`config.mk`:
```
export PLATFORM = sky130hd
export DESIGN_NAME = code_memory_loader_flat
export DESIGN_NICKNAME = d
export VERILOG_FILES = /design/src/rtl/codemem_pkg.sv /design/src/rtl/code_memory_loader_if.sv /design/src/rtl/codemem_array.sv /design/src/rtl/code_memory_loader.sv /design/src/flat_wrapper.sv
export SDC_FILE = /design/constraint.sdc
export NUM_CORES = 1
export LEC_CHECK = 0
export CAP_MARGIN = 20
export CORE_MARGIN = 5
export CORE_UTILIZATION = 50
export CTS_CLUSTER_DIAMETER = 100
export DETAILED_ROUTE_END_ITERATION = 10
export PLACE_DENSITY = 0.72
export REMOVE_ABC_BUFFERS = 1
export SYNTH_ARGS = -nofsm -noshare
export SYNTH_HDL_FRONTEND = slang
export SYNTH_HIERARCHICAL = 1
export SYNTH_SLANG_ARGS = --single-unit
```
`constraint.sdc`:
```
create_clock -name clk -period 5.4 [get_ports clk]
set_clock_uncertainty 0.05 [all_clocks]
set_input_delay 1.08 -clock clk [delete_from_list [all_inputs] [get_ports clk]]
set_output_delay 1.08 -clock clk [all_outputs]
set_load 0.05 [all_outputs]
```
`src/rtl/codemem_pkg.sv`:
```
// Shared definitions for the code memory loader: FSM state encoding,
// the NOOP word used to clear the array and the default boot instruction.
package codemem_pkg;

  typedef enum logic [1:0] {
    ST_INIT = 2'd0,
    ST_IDLE = 2'd1,
    ST_LOAD = 2'd2,
    ST_DONE = 2'd3
  } state_t;

  localparam logic [15:0] NOOP_WORD     = 16'h0000;
  localparam logic [15:0] BOOT_INSN_DEF = 16'hE01E;  // jump to program base
  localparam int          BOOT_ADDR_DEF = 1;

endpackage

```
`src/rtl/code_memory_loader_if.sv`:
```
// Bus bundle of the code memory loader: fetch port, CPU write port and the
// streaming program-load port. The slave side is the memory, the master side
// is whoever drives fetches, stores and load bursts.
interface code_memory_loader_if #(
  parameter int DATA_W = 16,
  parameter int ADDR_W = 6
);

  logic              fetch_en;
  logic [ADDR_W-1:0] fetch_addr;
  logic [DATA_W-1:0] fetch_data;
  logic              fetch_valid;
  logic              fetch_perr;

  logic              wr_en;
  logic [ADDR_W-1:0] wr_addr;
  logic [DATA_W-1:0] wr_data;
  logic              wr_drop;

  logic              ld_start;
  logic [ADDR_W-1:0] ld_base;
  logic [ADDR_W:0]   ld_len;
  logic              ld_valid;
  logic [DATA_W-1:0] ld_data;
  logic              ld_ready;
  logic              ld_done;
  logic              busy;

  modport master (
    output fetch_en, fetch_addr, wr_en, wr_addr, wr_data,
           ld_start, ld_base, ld_len, ld_valid, ld_data,
    input  fetch_data, fetch_valid, fetch_perr, wr_drop,
           ld_ready, ld_done, busy
  );

  modport slave (
    input  fetch_en, fetch_addr, wr_en, wr_addr, wr_data,
           ld_start, ld_base, ld_len, ld_valid, ld_data,
    output fetch_data, fetch_valid, fetch_perr, wr_drop,
           ld_ready, ld_done, busy
  );

endinterface

```
`src/rtl/codemem_array.sv`:
```
// Code store array: one write port, one registered read port with write-first
// bypass. With CODEMEM_PARITY_EN defined each word carries an even-parity bit
// and the read port reports a mismatch; otherwise o_perr is tied low.
module codemem_array #(
  parameter int DATA_W = 16,
  parameter int ADDR_W = 6
) (
  input  logic              clk,
  input  logic              reset,
  input  logic              i_we,
  input  logic [ADDR_W-1:0] i_waddr,
  input  logic [DATA_W-1:0] i_wdata,
  input  logic              i_re,
  input  logic [ADDR_W-1:0] i_raddr,
  output logic [DATA_W-1:0] o_rdata,
  output logic              o_perr
);

  localparam int DEPTH = 1 << ADDR_W;

  // NOTE: the storage array has no reset; the INIT sweep rewrites every word,
  // which keeps the array mappable onto plain RAM.
  logic [DATA_W-1:0] r_mem [DEPTH];
  logic              w_hit;

  assign w_hit = i_we && (i_waddr == i_raddr);

  // Word storage write
  always_ff @(posedge clk) begin
    if (i_we) r_mem[i_waddr] <= i_wdata;
  end

  // Registered read; a same-cycle write to the fetched address wins
  always_ff @(posedge clk or negedge reset) begin
    if (!reset)    o_rdata <= '0;
    else if (i_re) o_rdata <= w_hit ? i_wdata : r_mem[i_raddr];
  end

`ifdef CODEMEM_PARITY_EN
  logic r_par [DEPTH];

  // Parity storage write, every write including the INIT sweep
  always_ff @(posedge clk) begin
    if (i_we) r_par[i_waddr] <= ^i_wdata;
  end

  // Parity check of the fetched word; bypassed data is fresh and always clean
  always_ff @(posedge clk or negedge reset) begin
    if (!reset)    o_perr <= 1'b0;
    else if (i_re) o_perr <= w_hit ? 1'b0 : (r_par[i_raddr] != (^r_mem[i_raddr]));
  end
`else
  assign o_perr = 1'b0;
`endif

endmodule

```
`src/rtl/code_memory_loader.sv`:
```
// Parametrised instruction memory with self-initialisation, registered fetch,
// CPU write port and a valid/ready program-load port.
// Optional parity per word: define CODEMEM_PARITY_EN.
module code_memory_loader
  import codemem_pkg::*;
#(
  parameter int                DATA_W    = 16,
  parameter int                ADDR_W    = 6,
  parameter int                BOOT_ADDR = BOOT_ADDR_DEF,
  parameter logic [DATA_W-1:0] BOOT_INSN = BOOT_INSN_DEF
) (
  input logic                  clk,
  input logic                  reset,
  code_memory_loader_if.slave  bus
);

  localparam logic [ADDR_W-1:0] BOOT_A  = ADDR_W'(BOOT_ADDR);
  localparam logic [ADDR_W-1:0] LAST_A  = '1;
  localparam logic [ADDR_W:0]   CNT_ONE = (ADDR_W+1)'(1);

  state_t            r_state;
  logic [ADDR_W-1:0] r_init_ptr;
  logic [ADDR_W-1:0] r_ptr;
  logic [ADDR_W:0]   r_cnt;
  logic              r_ld_ready;
  logic              r_ld_done;
  logic              r_busy;
  logic              r_wr_drop;
  logic              r_fetch_valid;

  logic              w_ld_fire;
  logic              w_re;
  logic              w_we;
  logic [ADDR_W-1:0] w_waddr;
  logic [DATA_W-1:0] w_wdata;
  logic              w_perr;

  assign w_ld_fire = (r_state == ST_LOAD) && r_ld_ready && bus.ld_valid;
  assign w_re      = bus.fetch_en && (r_state != ST_INIT);

  // Write-port owner: INIT sweep, then the loader, then the CPU (IDLE only)
  always_comb begin
    // NOTE: every output gets a default first so no path can infer a latch.
    w_we    = 1'b0;
    w_waddr = bus.wr_addr;
    w_wdata = bus.wr_data;
    case (r_state)
      ST_INIT: begin
        w_we    = 1'b1;
        w_waddr = r_init_ptr;
        w_wdata = (r_init_ptr == BOOT_A) ? BOOT_INSN : NOOP_WORD;
      end
      ST_LOAD: begin
        w_we    = w_ld_fire;
        w_waddr = r_ptr;
        w_wdata = bus.ld_data;
      end
      ST_IDLE: w_we = bus.wr_en;
      default: w_we = 1'b0;
    endcase
  end

  // Control FSM with counters and registered status outputs
  // NOTE: sequential state uses non-blocking assignments so every register
  // updates from pre-edge values regardless of statement order.
  always_ff @(posedge clk or negedge reset) begin
    if (!reset) begin
      r_state       <= ST_INIT;
      r_init_ptr    <= '0;
      r_ptr         <= '0;
      r_cnt         <= '0;
      r_ld_ready    <= 1'b0;
      r_ld_done     <= 1'b0;
      r_busy        <= 1'b1;
      r_wr_drop     <= 1'b0;
      r_fetch_valid <= 1'b0;
    end else begin
      r_fetch_valid <= w_re;
      r_ld_done     <= 1'b0;
      if (bus.wr_en && (r_state != ST_IDLE)) r_wr_drop <= 1'b1;
      case (r_state)
        ST_INIT: begin
          r_init_ptr <= r_init_ptr + 1'b1;
          if (r_init_ptr == LAST_A) begin
            r_state <= ST_IDLE;
            r_busy  <= 1'b0;
          end
        end
        ST_IDLE: begin
          if (bus.ld_start) begin
            r_busy <= 1'b1;
            if (bus.ld_len != '0) begin
              r_state    <= ST_LOAD;
              r_ptr      <= bus.ld_base;
              r_cnt      <= bus.ld_len;
              r_ld_ready <= 1'b1;
            end else begin
              r_state   <= ST_DONE;
              r_ld_done <= 1'b1;
            end
          end
        end
        ST_LOAD: begin
          if (w_ld_fire) begin
            r_ptr <= r_ptr + 1'b1;  // wraps DEPTH-1 -> 0
            r_cnt <= r_cnt - 1'b1;
            if (r_cnt == CNT_ONE) begin
              r_state    <= ST_DONE;
              r_ld_ready <= 1'b0;
              r_ld_done  <= 1'b1;
            end
          end
        end
        ST_DONE: begin
          r_state <= ST_IDLE;
          r_busy  <= 1'b0;
        end
        default: r_state <= ST_INIT;
      endcase
    end
  end

  codemem_array #(
    .DATA_W(DATA_W),
    .ADDR_W(ADDR_W)
  ) u_array (
    .clk     (clk),
    .reset   (reset),
    .i_we    (w_we),
    .i_waddr (w_waddr),
    .i_wdata (w_wdata),
    .i_re    (w_re),
    .i_raddr (bus.fetch_addr),
    .o_rdata (bus.fetch_data),
    .o_perr  (w_perr)
  );

  assign bus.fetch_valid = r_fetch_valid;
  assign bus.fetch_perr  = w_perr & r_fetch_valid;
  assign bus.wr_drop     = r_wr_drop;
  assign bus.ld_ready    = r_ld_ready;
  assign bus.ld_done     = r_ld_done;
  assign bus.busy        = r_busy;

endmodule

```
`src/flat_wrapper.sv`:
```
// flat-port wrapper written by rule: the top's interface ports become plain ports
module code_memory_loader_flat import codemem_pkg::*;
#(
  parameter int                DATA_W    = 16,
  parameter int                ADDR_W    = 6,
  parameter int                BOOT_ADDR = BOOT_ADDR_DEF,
  parameter logic [DATA_W-1:0] BOOT_INSN = BOOT_INSN_DEF
)
  (clk, reset, bus_fetch_en, bus_fetch_addr, bus_wr_en, bus_wr_addr, bus_wr_data, bus_ld_start, bus_ld_base, bus_ld_len, bus_ld_valid, bus_ld_data, bus_fetch_data, bus_fetch_valid, bus_fetch_perr, bus_wr_drop, bus_ld_ready, bus_ld_done, bus_busy);
  code_memory_loader_if #(.DATA_W(DATA_W), .ADDR_W(ADDR_W)) bus_i ();
  input logic clk;
  input logic reset;
  input wire logic [$bits(bus_i.fetch_en)-1:0] bus_fetch_en;
  input wire logic [$bits(bus_i.fetch_addr)-1:0] bus_fetch_addr;
  input wire logic [$bits(bus_i.wr_en)-1:0] bus_wr_en;
  input wire logic [$bits(bus_i.wr_addr)-1:0] bus_wr_addr;
  input wire logic [$bits(bus_i.wr_data)-1:0] bus_wr_data;
  input wire logic [$bits(bus_i.ld_start)-1:0] bus_ld_start;
  input wire logic [$bits(bus_i.ld_base)-1:0] bus_ld_base;
  input wire logic [$bits(bus_i.ld_len)-1:0] bus_ld_len;
  input wire logic [$bits(bus_i.ld_valid)-1:0] bus_ld_valid;
  input wire logic [$bits(bus_i.ld_data)-1:0] bus_ld_data;
  output wire logic [$bits(bus_i.fetch_data)-1:0] bus_fetch_data;
  output wire logic [$bits(bus_i.fetch_valid)-1:0] bus_fetch_valid;
  output wire logic [$bits(bus_i.fetch_perr)-1:0] bus_fetch_perr;
  output wire logic [$bits(bus_i.wr_drop)-1:0] bus_wr_drop;
  output wire logic [$bits(bus_i.ld_ready)-1:0] bus_ld_ready;
  output wire logic [$bits(bus_i.ld_done)-1:0] bus_ld_done;
  output wire logic [$bits(bus_i.busy)-1:0] bus_busy;
  assign bus_i.fetch_en = bus_fetch_en;
  assign bus_i.fetch_addr = bus_fetch_addr;
  assign bus_i.wr_en = bus_wr_en;
  assign bus_i.wr_addr = bus_wr_addr;
  assign bus_i.wr_data = bus_wr_data;
  assign bus_i.ld_start = bus_ld_start;
  assign bus_i.ld_base = bus_ld_base;
  assign bus_i.ld_len = bus_ld_len;
  assign bus_i.ld_valid = bus_ld_valid;
  assign bus_i.ld_data = bus_ld_data;
  assign bus_fetch_data = bus_i.fetch_data;
  assign bus_fetch_valid = bus_i.fetch_valid;
  assign bus_fetch_perr = bus_i.fetch_perr;
  assign bus_wr_drop = bus_i.wr_drop;
  assign bus_ld_ready = bus_i.ld_ready;
  assign bus_ld_done = bus_i.ld_done;
  assign bus_busy = bus_i.busy;
  code_memory_loader #(.DATA_W(DATA_W), .ADDR_W(ADDR_W), .BOOT_ADDR(BOOT_ADDR), .BOOT_INSN(BOOT_INSN)) u_core (.clk(clk), .reset(reset), .bus(bus_i));
endmodule
```
==> out/metrics.json <==
{
  "run_status": {
    "run_status": "completed"
  },
  "floorplanning": {
    "placementRows": 106,
    "pin_count": 85,
    "floorplan.die.width_um": 301.4,
    "die_height_um": 301.4,
    "floorplan.initialDensity_pct": 50.56,
    "fp.coreArea_um2": 83950,
    "floorplan.die_area_um2": 90820
  },
  "yosys": {
    "number_of_flip_flops_and_latches_in_the_synthesized_netlist": 1066,
    "post_synth_most_frequent_cells": "1,024 x sky130_fd_sc_hd__edfxtp_1, 376 x sky130_fd_sc_hd__mux2i_1, 191 x sky130_fd_sc_hd__a22oi_1",
    "synth_top_flop_cell": "sky130_fd_sc_hd__edfxtp_1",
    "postSynthCellCount": 2297,
    "postSynthAreaPerCell_um2": 18.48,
    "post_synth_main_area_contributors": "sky130_fd_sc_hd__edfxtp_1 72%, sky130_fd_sc_hd__mux2i_1 8.9%, sky130_fd_sc_hd__mux4_2 4.9%",
    "synth.top_cell.area_share_pct": 72.44,
    "postSynth.asyncResetShare_pct": 3.940,
    "synth.yosys.warnings": 6,
    "ys_seq_area_share_pct": 74.92,
    "synth_edf_count": 1024,
    "most_used_standard_cell_by_instance_count_after_synthesis": "sky130_fd_sc_hd__edfxtp_1",
    "synthDominantAreaCellType": "sky130_fd_sc_hd__edfxtp_1",
    "synth.lib_cells_used.distinct": 71,
    "syn-cell-area_um2": 42450
  },
  "global_route": {
    "globalRouteOverflowTotal": 0,
    "first_global_vias": 22920,
    "grt_use_total_pct": 23.26,
    "maximum_number_of_pins_on_one_net_before_global_route_repair": 68,
    "antenna_found_initial": 0,
    "global_route_wire_length_before_repair_um": 155500
  },
  "routing": {
    "wl_per_cell_um": 28.66,
    "detail_route.vias_per_cell": 6.244,
    "totalWireLength_um": 105900,
    "antenna_left": 0,
    "vias_after_detailed_routing": 23080,
    "initialDrtViolationCount": 3107,
    "drcViolationCount": 0,
    "detailedRoute.firstPassIterationCount": 7
  },
  "sta": {
    "timing.setup.tns_ns": 0,
    "fin_crit_ns": 4.085,
    "final_hold_violating_endpoints": 0,
    "slew_viol_final": 0,
    "number_of_endpoints_failing_setup_at_the_final_stage": 0,
    "unrepaired_setup_endpoints_after_global_routing": "no",
    "tightest_slew_ns": 1.152,
    "maxClockFrequency_mhz": 244.8,
    "max-slew-margin-rel_pct": 22.91,
    "min_period_over_period_pct": 75.64
  },
  "clock_tree": {
    "clock_tree.htree_level_count": 3,
    "ctsHoldBuffers": 0,
    "cts_inserted_buffers": 102,
    "cts_setup_buffers": 0,
    "clock_tree.root_cell": "sky130_fd_sc_hd__clkbuf_16",
    "clkTransAtPathRegs_ns": 0.06,
    "post_cts.resized_instances": 0,
    "clk-insertion-delay-late_ns": 0.65,
    "clock_sink_count": 1066,
    "cts.path.max_buffers": 3,
    "tritoncts_clock_tree": "done"
  },
  "pwr": {
    "power_mw": 22.59,
    "power_density_nw_per_um2": 466.9,
    "ir_drop_v": 0.0007412,
    "leakagePower_nw": 16.45
  },
  "layout": {
    "layout.area.seq_um2": 31800,
    "design.final.nets": 2545,
    "multi_input_area_um2": 9920,
    "n_fill_cell": 6093,
    "drive_above_1_share_pct": 16.56,
    "flow.area_growth_from_synthesis_pct": 13.99,
    "fin_util_pct": 57.64,
    "design_area_um2": 48390
  },
  "placement": {
    "dpl-instance-area_um2": 45010,
    "io_buffers": 83,
    "hpwl_um": 65520,
    "gp_routability_congestion": 0.9128
  },
  "critical_path": {
    "worstPathMaxFanout": 16,
    "crit_path_end_kind": "flip-flop",
    "timing.critical_path.arrival_ns": 4.61,
    "required_time_of_the_critical_path_ns": 5.92,
    "timing_worst_setup_path_type": "reg -> reg",
    "startpoint_type": "flip-flop"
  },
  "hold_path": {
    "timing.hold.worst.class": "in -> async"
  },
  "run": {
    "max_cap_viol": 0
  }
}
[per-layer routing]
metal  vias to the layer above  routed length (µm)  global-route usage [%]
met5                         -                   0                       0
met4                         0                4326                   8.257
met3                       238               11490                   4.794
met2                      1427               48670                   35.72
met1                     11700               41430                   33.58
li1                       9708                   -                       -
[path summary, 6_finish.rpt]
kind | start | to | slack [ns] | depth (start not counted)
worst max-delay path | u_core/r_state[0] | u_core/u_array/o_rdata[6] | 1.32 | 11
worst min-delay path | reset | u_core/u_array/o_rdata[4] | 0.38 | 1
worst max register to register | u_core/r_state[0] | u_core/u_array/o_rdata[6] | 1.32 | 11
worst min register to register | u_core/bus.wr_drop | u_core/bus.wr_drop | 0.42 | 1
max in group asynchronous | reset | u_core/bus.busy | 4.29 | 2
min in group clk | u_core/bus.wr_drop | u_core/bus.wr_drop | 0.42 | 1
[flip-flops by register name, indices dropped and copies added (netlist names)]
signal                  cells
u_core/u_array/r_mem     1024
u_core/u_array/o_rdata     16
u_core/r_cnt                7
u_core/r_init_ptr           6
u_core/r_ptr                6
u_core/r_state              2
u_core/bus.busy             1
u_core/bus.fetch_valid      1
u_core/bus.ld_done          1
u_core/bus.ld_ready         1
u_core/bus.wr_drop          1
[cells in the final DEF (no fill, tap or decap), drive strengths merged, types with 41 or more instances in the layout]
| cell | Yosys | final |
|---|---|---|
| dfrtp | 41 | 41 |
| a21oi | 68 | 68 |
| nand3 | 59 | 59 |
| edfxtp | 1024 | 1024 |
| mux4 | 92 | 92 |
| mux2i | 376 | 376 |
| a22oi | 191 | 191 |
| nand2 | 58 | 58 |
| clkdlybuf4s50 | 0 | 79 |
| buf | 83 | 127 |
| clkinv | 1 | 45 |
| clkbuf | 51 | 131 |
| nor2 | 75 | 75 |
[worst max-delay path, stage by stage (launching register included)]
cell and delay, ns:
sky130_fd_sc_hd__dfrtp_1 0.38, sky130_fd_sc_hd__inv_1 0.09, sky130_fd_sc_hd__ha_1 0.42, sky130_fd_sc_hd__nor2_2 0.60
sky130_fd_sc_hd__nand2_1 0.14, sky130_fd_sc_hd__nand2_1 0.40, sky130_fd_sc_hd__xnor2_1 0.14, sky130_fd_sc_hd__nand3_1 0.17
sky130_fd_sc_hd__nor2_1 0.09, sky130_fd_sc_hd__nor2_1 0.88, sky130_fd_sc_hd__nand3_1 0.45, sky130_fd_sc_hd__nand2_1 0.17
[power breakdown]
group          leakage [nW]  internal (mW)  total [mW]  switching [mW]
clock                  1.63           4.03        7.01            2.99
sequential             9.77           10.8        11.1           0.315
combinational          5.05           1.05        4.47            3.41
total                  16.4           15.9        22.6            6.71
[cells by family after synthesis]
family / share of synthesized area, %
xor gates and xnor gates: 0.2270
and+or+nand+nor: 3.136
adders and majority gates: 0.2653
buffers and inverters: 1.951
other: 0.008835
AOI/OAI and AO/OA: 5.716
DFF: 74.92
muxes: 13.77
[final cells by class]
| type | instances | area share, % |
|---|---|---|
| Antenna cell | 2 | 0.01034 |
| Clock buffer | 131 | 5.671 |
| Inverter | 16 | 0.1241 |
| Clock inverter | 60 | 1.156 |
| Sequential cell | 1066 | 65.72 |
| Multi-Input combinational cell | 1081 | 20.50 |
| Timing Repair Buffer | 206 | 3.881 |
| Tap cell | 1134 | 2.932 |
[metrics by stage]
stage	hold slack [ns]	instances	setup slack [ns]
2_1_floorplan	0.4392	2163	0.4713
3_3_place_gp	0.3943	3499	1.223
3_5_place_dp	0.4030	3499	1.171
4_1_cts	0.4218	3690	1.461
5_1_grt	0.3614	3694	1.165
6_report	0.3793	3696	1.315
No activity file was read; power rests on OpenSTA's default activity.
